--- src/rtl/alu_exec_ctrl.sv ---
// alu_exec_ctrl: multi-cycle execute controller wrapped around an external
// 4-bit ALU. It accepts one 12-bit instruction per valid/ready handshake,
// reads operands from a 4x4 register file and drives the ALU during EXEC.
// It captures the ALU result and flags, then retires in WB.
// Sequence: IDLE -> DECODE -> EXEC -> WB -> IDLE. done pulses in the IDLE
// cycle that follows WB.
//
// Ports:
//   clk, rst_n              clock (rising edge), async active-low reset
//   instr_valid/instr_ready instruction handshake; instr = {op,rd,rs,imm}
//   alu_op_sel/opcode/opA/opB  drive to the ALU (zero outside ALU EXEC)
//   alu_res, alu_z/c/o/n    result and flags returned by the ALU
//   flags                   status register {Z,C,O,N}
//   done                    one-cycle retire pulse
//   err                     sticky illegal-opcode flag, cleared by reset only
//   dbg_addr/dbg_data       combinational register-file read port
//
// Optional macro ALU_EXEC_ZERO_REG_EN: R0 reads as zero and ignores writes.
module alu_exec_ctrl #(
  parameter int DATA_W = 4,
  parameter int AW     = 2
) (
  input  logic              clk,
  input  logic              rst_n,
  input  logic              instr_valid,
  output logic              instr_ready,
  input  logic [11:0]       instr,
  output logic [1:0]        alu_op_sel,
  output logic [3:0]        alu_opcode,
  output logic [DATA_W-1:0] alu_opA,
  output logic [DATA_W-1:0] alu_opB,
  input  logic [DATA_W-1:0] alu_res,
  input  logic              alu_z,
  input  logic              alu_c,
  input  logic              alu_o,
  input  logic              alu_n,
  output logic [3:0]        flags,
  output logic              done,
  output logic              err,
  input  logic [AW-1:0]     dbg_addr,
  output logic [DATA_W-1:0] dbg_data
);
  localparam int NREG = 1 << AW;

  typedef enum logic [1:0] {IDLE, DECODE, EXEC, WB} state_t;
  state_t state, state_nx;

  logic [11:0]                      ir;
  logic [DATA_W-1:0]                opa_q, opb_q, res_q;
  logic [3:0]                       aflg_q;
  logic [NREG-1:0][DATA_W-1:0]      rf;
  logic [NREG-1:0][DATA_W-1:0]      rf_view;

  logic [3:0]        op;
  logic [AW-1:0]     rd, rs;
  logic [DATA_W-1:0] imm;
  assign op  = ir[11:8];
  assign rd  = ir[7:6];
  assign rs  = ir[5:4];
  assign imm = ir[3:0];

  // Decode. CMP is an ALU op that updates flags but skips the register write.
  logic is_alu, is_ill, is_ldi, is_mov, wr_en, wr_ok;
  logic [DATA_W-1:0] wdata;
  assign is_alu = ((op >= 4'h1) && (op <= 4'h9)) || (op == 4'hC);
  assign is_ill = (op >= 4'hD);
  assign is_ldi = (op == 4'hA);
  assign is_mov = (op == 4'hB);
  assign wr_en  = ((op >= 4'h1) && (op <= 4'h9)) || is_ldi || is_mov;
  // MOV uses the R[rs] value latched in DECODE.
  assign wdata  = is_ldi ? imm : (is_mov ? opb_q : res_q);

  // Architectural view of the register file; every read goes through it.
  always_comb begin
    rf_view = rf;
`ifdef ALU_EXEC_ZERO_REG_EN
    rf_view[0] = '0;
`endif
  end

`ifdef ALU_EXEC_ZERO_REG_EN
  assign wr_ok = wr_en && (rd != '0);
`else
  assign wr_ok = wr_en;
`endif

  assign dbg_data    = rf_view[dbg_addr];
  assign instr_ready = (state == IDLE);

  always_comb begin
    state_nx   = state;
    alu_op_sel = 2'b00;
    alu_opcode = 4'h0;
    alu_opA    = '0;
    alu_opB    = '0;
    case (state)
      IDLE:   if (instr_valid) state_nx = DECODE;
      DECODE: state_nx = EXEC;
      EXEC: begin
        state_nx = WB;
        if (is_alu) begin
          alu_opA = opa_q;
          alu_opB = opb_q;
          if (op <= 4'h7) begin
            alu_op_sel = 2'b01;
            alu_opcode = op;
          end else if (op == 4'h8) begin
            alu_op_sel = 2'b10;
          end else begin
            alu_op_sel = 2'b11;  // SUB and CMP
          end
        end
      end
      WB:      state_nx = IDLE;
      default: state_nx = IDLE;
    endcase
  end

  always_ff @(posedge clk or negedge rst_n) begin
    if (!rst_n) begin
      state  <= IDLE;
      ir     <= '0;
      opa_q  <= '0;
      opb_q  <= '0;
      res_q  <= '0;
      aflg_q <= '0;
      rf     <= '0;
      flags  <= '0;
      done   <= 1'b0;
      err    <= 1'b0;
    end else begin
      state <= state_nx;
      done  <= 1'b0;
      case (state)
        IDLE:   if (instr_valid) ir <= instr;
        DECODE: begin
          opa_q <= rf_view[rd];
          opb_q <= rf_view[rs];
        end
        EXEC: begin
          res_q  <= alu_res;
          aflg_q <= {alu_z, alu_c, alu_o, alu_n};
        end
        WB: begin
          done <= 1'b1;
          if (is_ill) err <= 1'b1;
          if (wr_ok)  rf[rd] <= wdata;
          if (is_alu) flags <= aflg_q;
        end
        default: ;
      endcase
    end
  end
endmodule

--- config.mk ---
export PLATFORM = sky130hd
export DESIGN_NAME = alu_exec_ctrl
export DESIGN_NICKNAME = d
export VERILOG_FILES = /design/src/rtl/alu_exec_ctrl.sv
export SDC_FILE = /design/constraint.sdc
export NUM_CORES = 1
export LEC_CHECK = 0
export ABC_AREA = 1
export BUFFER_PORTS_ARGS = -buffer_cell sky130_fd_sc_hd__buf_2
export CORE_UTILIZATION = 40
export CTS_BUF_LIST = sky130_fd_sc_hd__clkbuf_8
export DETAILED_ROUTE_END_ITERATION = 8
export PLACE_DENSITY_LB_ADDON = 0.25
export RECOVER_POWER = 25
export SYNTH_ARGS = -nofsm -noshare
export SYNTH_HDL_FRONTEND = slang
export SYNTH_SLANG_ARGS = --single-unit
--- constraint.sdc ---
create_clock -name clk -period 1.6 [get_ports clk]
set_input_delay 0.08 -clock clk [delete_from_list [all_inputs] [get_ports clk]]
set_output_delay 0.08 -clock clk [all_outputs]
set_load 0.005 [all_outputs]
== Word level (Yosys, flattened, before mapping) ==
Cells that the tools add are included.
Widths: inputs -> output; s select.

* Flip-flop bits (word level): 52
* Input port bits: 25
* Output and inout port bits: 25
* Word-level logic and storage cells: 64

* Magnitude comparators: 8
* Equality and inequality tests: 8
* Muxes and demuxes: 25
* Reductions and logical operators: 10

{| class="wikitable"
|+ Operator list
! operator !! count
|-
| $mux 4 || 13
|-
| $bmux 4 s2 || 3
|-
| $bwmux 16 || 1
|-
| $eq 4x4->1 const B || 4
|-
| $lt 2x3->1 const B || 3
|-
| $demux 4 s2 || 1
|-
| $mux 2 || 4
|-
| $pmux 2 s4 || 1
|-
| $reduce_and 2->1 || 4
|-
| $eq 2x2->1 const B || 2
|-
| $ge 4x1->1 const B || 1
|-
| $ge 4x4->1 const B || 1
|-
| $le 4x3->1 const B || 1
|-
| $le 4x4->1 const B || 1
|-
| $logic_or 1x1->1 || 3
|-
| $eq 2x1->1 const B || 1
|-
| $ge 2x1->1 const B || 1
|-
| $logic_and 1x1->1 || 2
|-
| $logic_not 2->1 || 1
|-
| $mux 1 || 2
|-
| $ne 2x2->1 const B || 1
|}

== Logic depth before layout (Yosys ltp) ==
Gate-level depths: netlist of run 1.

* Word-level depth: 5
* Mapped depth: 7
* Depth with buffers taken out: 7

== Worst setup path after synthesis of run 1 ==
OpenSTA, ideal clock, no wires.

* Path type: register -> register
* From: reg state[0]
* To: reg ir[10]
* Library setup time: 0.078 ns
* Data arrival time: 1.340 ns
* Required time: 1.522 ns
* Setup slack: 0.182 ns
* Stages on the path, launching flop included: 7
* Buffers on the path: 1
* Period minus slack after synthesis: 1.418 ns
* Path through: dfrtp_1 > inv_1 > ha_1 > nand2_1 > clkbuf_1 > nor2_1 > a21oi_1

* Word-level cells in the longest chain between the ends: 2

{| class="wikitable"
|+ RTL lines
! what !! RTL line !! RTL
|-
| from (decl) || 46 || <nowiki>state_t state, state_nx;</nowiki>
|-
| from (signal assigned) || 132 || <nowiki>state <= state_nx;</nowiki>
|-
| $logic_not 2->1 || - ||
|-
| via instr_ready || 26 || <nowiki>output logic instr_ready,</nowiki>
|-
| $reduce_and 2->1 (no source line) || - ||
|-
| to (signal assigned) || 135 || <nowiki>IDLE: if (instr_valid) ir <= instr;</nowiki>
|-
| to (decl) || 48 || <nowiki>logic [11:0] ir;</nowiki>
|}

The timed path passes the listed nets, and every way through them passes these cells.
A chain may end at the register's enable or synchronous reset.

== Worst setup path in the final report of run 1 ==
* From: reg ir[9]
* To: out alu_op_sel[0]

* Word-level cells in the longest chain between the ends: 5
* Elaborated cells between the ends (all ways): 11
* Those cells by class: order compare (3); eq/ne (2); mux (4); reduce/logical (2)

{| class="wikitable"
|+ RTL lines
! what !! RTL line !! RTL
|-
| $ge 4x1->1 (tied with other cells) || 65 || <nowiki>assign is_alu = ((op >= 4'h1) && (op <= 4'h9)) || (op == 4'hC);</nowiki>
|-
| $logic_and 1x1->1 / $mux 1 (equally long branches) || 65, 107 ||
|-
| $logic_or 1x1->1 / $mux 2 (equally long branches) || 65, 104 ||
|-
| $mux 2 (*) || 101 || <nowiki>if (is_alu) begin</nowiki>
|-
| $mux 2 (*) || 96 || <nowiki>case (state)</nowiki>
|-
| to (decl) || 28 || <nowiki>output logic [1:0] alu_op_sel,</nowiki>
|}

Mark *: on every way between the ends. The rest lies on a longest branch, timed or not.

==> summary.md, run 1 <==
| Metric | Value |
|---|---|
| First-pass GRT wire length | `a little over 10000 um` |
| R2r startpoint | `ir[9]` |
| ANT cells | `0` |
| Tmin final | `1.57 ns` |
| Distinct cells, synth | `22` |
| R2r setup slk | `approximately 0.16 ns` |
| Num Clock Sinks | `between 50 and 60` |
| WP data required | `around 1.5 ns` |
| # nets final | `between 400 and 500` |
| Critical path data arrival time | `~1.5 ns` |
| YS warnings | `0` |
| Layout Cells excl Fill | `~470` |
| Initial Util | `42.5%` |
| Final instance area | `between 3000 and 4000 sq um` |
| CP Capture Type | `output port` |
| Leakage | `roughly 0.0016 uW` |
| Clk root buf | `clkbuf_8` |
| Clock skew | `between 0.01 and 0.015 ns` |
| Area grow syn2layout | `24.2%` |
| Post-route ant nets | `0` |
| Outcome | `complete, no violations` |
| DRC | `0` |
| Worst vdd ir | `approximately 0.0011 V` |
| Final max-slew violation count | `0` |
| I/O Pins | `50` |
| Worst reg2reg path endpoint | `rf[3]` |
| DP HPWL | `between 4000 and 5000 um` |
| Fraction of registers with async set/reset | `between 90% and 100%` |
| Syn Inst Count | `between 300 and 400` |
| Actual slew at the worst max-slew pin | `~0.71 ns` |
| PortBufs | `between 40 and 50` |
| CTS clk-pin slew, worst paths | `approximately 0.10 ns` |
| Number of global-route vias before repair | `2188` |
| 1st-iter DRT viols | `around 130` |
| Number of CTS-inserted buffers | `5` |
| Post-synthesis sequential area ratio | `slightly above 50%` |
| Initial antenna violation count | `0` |
| GR Overflow Total | `0` |
| Final period util | `a little over nine tenths` |
| GP Congestion | `0.811` |
| Largest net degree at the start of global routing | `between 50 and 60` |
| Max cap viols | `0` |
| Share of layout cells above drive strength 1 | `~24%` |
| Top-count cell post-synth | `nand2_1` |
| Fin worst setup slack | `around 0.030 ns` |
| Peak Freq | `637 MHz` |
| Placed Cells | `approximately 440` |
| DR WL/cell | `between 10 and 15 um` |
| DP Area | `around 3000 sq um` |
| Hold path cells | `2` |
| Syn avg cell area | `~8.0 sq um` |
| GRT Total Usage | `between 20% and 30%` |
| Drt pass-1 iters | `4` |
| Max H-tree Level | `2` |
| Beginning of the worst hold path | `instr[5]` |
| Final count of negative-setup-slack endpoints | `0` |
| Max_slew headroom | `a little over half` |
| Die width | `roughly 82 um` |
| R2R cell count | `8` |
| Synth top cells by count | `nand2_1 (79), dfrtp_1 (52), nor2_1 (44)` |
| Main flop type after synthesis | `dfrtp_1` |
| Mapped cell area | `approximately 2600 sq um` |
| Die Y | `82.3 um` |
| # rows | `28` |
| Layout Utilization | `a little over half` |
| Fin. Hold Viols | `0` |
| Critical path type | `register to output port` |
| Top-area cell type share of the netlist area | `between 50 and 60%` |
| CP max FO | `5` |
| Synth area leaders | `dfrtp_1 (50%), nand2_1 (12%), nand3_1 (6.8%)` |
| CTS tree | `yes` |
| Count of flip-flops with a built-in enable after synthesis | `0` |
| FILL cells | `~600` |
| Pre-CTS WS | `around 0.16 ns` |
| Die ar. | `between 6000 and 7000 sq um` |
| Hold Crit Class | `input pin to register` |
| Syn nets | `350` |
| Total wire length | `between 6000 and 7000 um` |
| Critical path launch point type | `register` |
| Synth area leader | `dfrtp_1` |
| Vias per inst | `about 5.0` |
| Worst skew pair latency | `just over 0.3 ns` |
| PwrDens | `between 1500 and 2000 nW/um^2` |
| Clk buf depth | `2` |
| Hold EP | `ir[5]` |
| Flops & latches, synth | `52` |
| Core area | `a little over 6000 sq um` |
| Via Count | `around 2300` |
flip-flops by register name, indices dropped and copies added (netlist names):
register / flops
flags: 4
opb_q: 4
aflg_q: 4
done: 1
state: 2
rf: 16
ir: 12
res_q: 4
err: 1
opa_q: 4
worst max-delay path by stage:
stage | start | end | slack (ns)
floorplan | state[0] | ir[10] | 0.18
global placement | ir[11] | rf[10] | 0.17
detailed placement | ir[8] | alu_op_sel[0] | 0.16
CTS | ir[8] | alu_opB[2] | 0.02
global route | ir[8] | alu_op_sel[0] | -0.03
finish | ir[9] | alu_op_sel[0] | 0.03
per-stage QoR:
stage	hold WS (ns)	power (uW)	TNS [ns]
6_report	0.00545	5890	0
5_1_grt	0.00250	6400	-0.101
4_1_cts	0.00427	5700	0
3_5_place_dp	0.0950	4870	0
3_3_place_gp	0.0934	4800	0
2_1_floorplan	-0.216	4020	0
kinds of logic (layout without fill, tap and decap cells):
kind of cell | Yosys count | count (layout) | synth area share (%)
compound gates | 52 | 52 | 10.8
fa+ha+maj | 4 | 4 | 1.94
buf+inv | 37 | 105 | 5.83
flops | 52 | 52 | 50.5
mux | 9 | 9 | 3.93
other cells | 1 | 1 | 0.145
simple gates | 166 | 167 | 26.8
cell usage in the layout (no fill, tap or decap), types with 9 or more instances in the layout:
master and n:
nand3_1 34, nor2_1 43, dfrtp_1 51, inv_1 23, o21ai_0 33, mux2_2 9, buf_4 10, buf_2 48
dlygate4sd3_1 9, nand2_1 75, a21oi_1 10
metal layers:
| metal | share of wire [%] | vias up | routed length, um | global-route usage (%) |
|---|---|---|---|---|
| li1 | - | 1177 | - | - |
| met1 | 47 | 1090 | 2970 | 28.1 |
| met2 | 47 | 58 | 2960 | 32.6 |
| met3 | 4.0 | 14 | 253 | 3.30 |
| met4 | 2.5 | 0 | 160 | 8.07 |
| met5 | 0 | - | 0 | 0 |
critical path, stage by stage (launching register included):
cell and delay, ns:
dfrtp_1 0.44, nor2_2 0.07, nand2_1 0.09, nand2_2 0.09, nand2_4 0.12, nand2_4 0.09
a21oi_1 0.14, buf_2 0.14
final cells by class:
cell class	instances	area, sq um	share of cell area (%)
clock buffers	5	68.8	2.15
clock inverters	3	20.0	0.625
inverters	28	105	3.28
multi-input cells	233	1180	36.8
flip-flops and latches	52	1300	40.7
well taps	75	93.8	2.93
repair buffers	69	433	13.5
where the power goes:
| part | total [uW] | internal (uW) | switching, uW |
|---|---|---|---|
| registers | 2430 | 1900 | 525 |
| logic | 2710 | 1090 | 1620 |
| clock network | 749 | 306 | 443 |
| total | 5890 | 3300 | 2590 |
timing repair:
item,CTS,global route
gates cloned,1,0
gates resized for setup,5,9
hold endpoints to repair,59,1
pin swaps,1,5
buffers inserted,0,5
setup endpoints to repair,10,15
hold buffers,8,1
(Power assumes the default switching activity.)
==> run 2, diff against run 1 <==
--- a/config.mk
+++ b/config.mk
@@ -7,11 +7,12 @@
 export LEC_CHECK = 0
 export ABC_AREA = 1
 export BUFFER_PORTS_ARGS = -buffer_cell sky130_fd_sc_hd__buf_2
+export CORE_MARGIN = 4
 export CORE_UTILIZATION = 40
 export CTS_BUF_LIST = sky130_fd_sc_hd__clkbuf_8
 export DETAILED_ROUTE_END_ITERATION = 8
 export PLACE_DENSITY_LB_ADDON = 0.25
-export RECOVER_POWER = 25
+export RECOVER_POWER = 50
 export SYNTH_ARGS = -nofsm -noshare
 export SYNTH_HDL_FRONTEND = slang
 export SYNTH_SLANG_ARGS = --single-unit
==> run 2 against run 1 <==
Compared with the run above: sequential share of layout area down 1.1 points; utilization increased by 1.1 points; clock skew fell by 0.0043 ns; largest cell class unchanged; register-to-register slack is essentially flat; sequential power about the same; via count is 0.47% lower; non-clock buffer count increased by 6; sequential cell count stayed put; largest power group unchanged; clock power up 20%.
==> summary.md, run 2 (synthesis results as in run 1) <==
| Metric | Value |
|---|---|
| CP Capture Type | `output port` |
| GR Overflow Total | `0` |
| Number of CTS-inserted buffers | `5` |
| Fin Setup TNS | `0 ns` |
| ANT cells | `0` |
| Largest net degree at the start of global routing | `33` |
| Die Y | `~90 um` |
| Clk buf depth | `2` |
| Pre-CTS WS | `approximately 0.14 ns` |
| Max_slew headroom | `a little under a fifth` |
| RSZ-0062 raised after global routing | `false` |
| Initial antenna violation count | `0` |
| GRT Total Usage | `a little under a fifth` |
| # nets final | `424` |
| Multi-input gate area | `~1200 sq um` |
| Num Clock Sinks | `52` |
| Tmin final | `roughly 1.5 ns` |
| Peak Freq | `between 600 and 700 MHz` |
| DR WL/cell | `13.9 um` |
| CTS tree | `yes` |
| DRC | `0` |
| I/O Pins | `50` |
| First-pass GRT wire length | `about 11000 um` |
| Die ar. | `around 8000 sq um` |
| GP Congestion | `0.852` |
| Fin worst setup slack | `0.0929 ns` |
| Critical path launch point type | `register` |
| Largest registers | `rf x16, ir x12` |
| 1st-iter DRT viols | `around 180` |
| Biggest register | `rf` |
| DP HPWL | `~4800 um` |
| Post-route ant nets | `0` |
| FILL cells | `~600` |
| Total wire length | `about 6500 um` |
| Initial Util | `between 40% and 50%` |
| Max cap viols | `0` |
| Critical path data arrival time | `1.43 ns` |
| Worst vdd ir | `0.00109 V` |
| Area grow syn2layout | `27.6%` |
| Layout Utilization | `53.9%` |
| Actual slew at the worst max-slew pin | `~1.2 ns` |
| Most frequent cells in the layout | `nand2_1 (75), dfrtp_1 (52), buf_2 (46)` |
| Share of layout cells above drive strength 1 | `about 24%` |
| Sequential cell area | `about 1300 sq um` |
| Leakage | `0.00165 uW` |
| Final period util | `94.2%` |
| Fin. Hold Viols | `0` |
| Critical path type | `register to output port` |
| Worst skew pair latency | `0.31 ns` |
| Via Count | `2328` |
| Outcome | `complete, no violations` |
| Final max-slew violation count | `0` |
| Die width | `between 80 and 90 um` |
| Vias per inst | `between 4 and 5` |
| Max FFs per register | `16` |
| Clock skew | `between 0.005 and 0.006 ns` |
| WP data required | `1.52 ns` |
| PortBufs | `between 40 and 50` |
| Max H-tree Level | `2` |
| PwrDens | `1850 nW/um^2` |
| # rows | `28` |
| CP max FO | `5` |
| CTS clk-pin slew, worst paths | `0.09 ns` |
| Final count of negative-setup-slack endpoints | `0` |
| Core area | `6100 sq um` |
| Hold Crit Class | `input pin to register` |
| Most common cell after layout, fill and taps aside | `nand2_1` |
| Drt pass-1 iters | `4` |
| Number of global-route vias before repair | `between 2000 and 2500` |
| Clk root buf | `clkbuf_8` |
## run 2: layer usage
| layer | up-vias | routed length, um | track usage [%] |
|---|---|---|---|
| met2 | 57 | 3100 | 28.2 |
| met4 | 0 | 88 | 5.77 |
| met5 | - | 0 | 0 |
| li1 | 1188 | - | - |
| met1 | 1076 | 3060 | 26.4 |
| met3 | 7 | 289 | 2.70 |
## run 2: what timing repair did
item                                    4_1_cts  5_1_grt
endpoints found under the hold margin        30        1
gates resized for setup                       5        8
cloned                                        1        0
buffers inserted                              1        4
endpoints found under the setup margin       10       17
pin swaps                                     2        2
hold buffers                                 11        1
## run 2: report_power, final
part           internal, uW  switching [uW]  total [uW]
sequential             1900             507        2410
clock                   463             435         898
combinational          1130            1640        2780
## run 2: critical path: stages, from the launching register on
cell	delay [ns]
dfrtp_1	0.43
nor2_2	0.11
nand2_1	0.07
nand2_2	0.13
nand2_4	0.09
nand2_4	0.11
nor2_1	0.05
buf_2	0.12
## run 2: path summary, 6_finish.rpt
path	start	endpoint	slack (ns)	cells after the start
setup / recovery	ir[9]	alu_opB[3]	0.09	7
hold / removal	alu_res[2]	res_q[2]	0.01	2
setup reg to reg	state[0]	ir[4]	0.17	6
hold reg to reg	err	err	0.48	1
max in group asynchronous	rst_n	rf[9]	0.30	3
min in group asynchronous	rst_n	err	0.54	2
## run 2: final cells by class
type	count	area share [%]
flip-flops and latches	52	39.6
multi-input cells	233	35.9
repair buffers	75	15.1
inverters	28	3.20
well taps	75	2.85
clock buffers	5	2.09
clock inverters	3	1.29
## run 2: per-stage QoR
stage / cells / hold WS, ns / total power [uW] / instance area, sq um
global route: 471 / 0.0153 / 6620 / 3290
CTS: 466 / 0.00206 / 5940 / 3200
floorplan: 321 / -0.216 / 4020 / 2580
global placement: 445 / 0.0697 / 4860 / 2950
detailed placement: 445 / 0.0748 / 4920 / 2950
finish: 471 / 0.0103 / 6080 / 3290
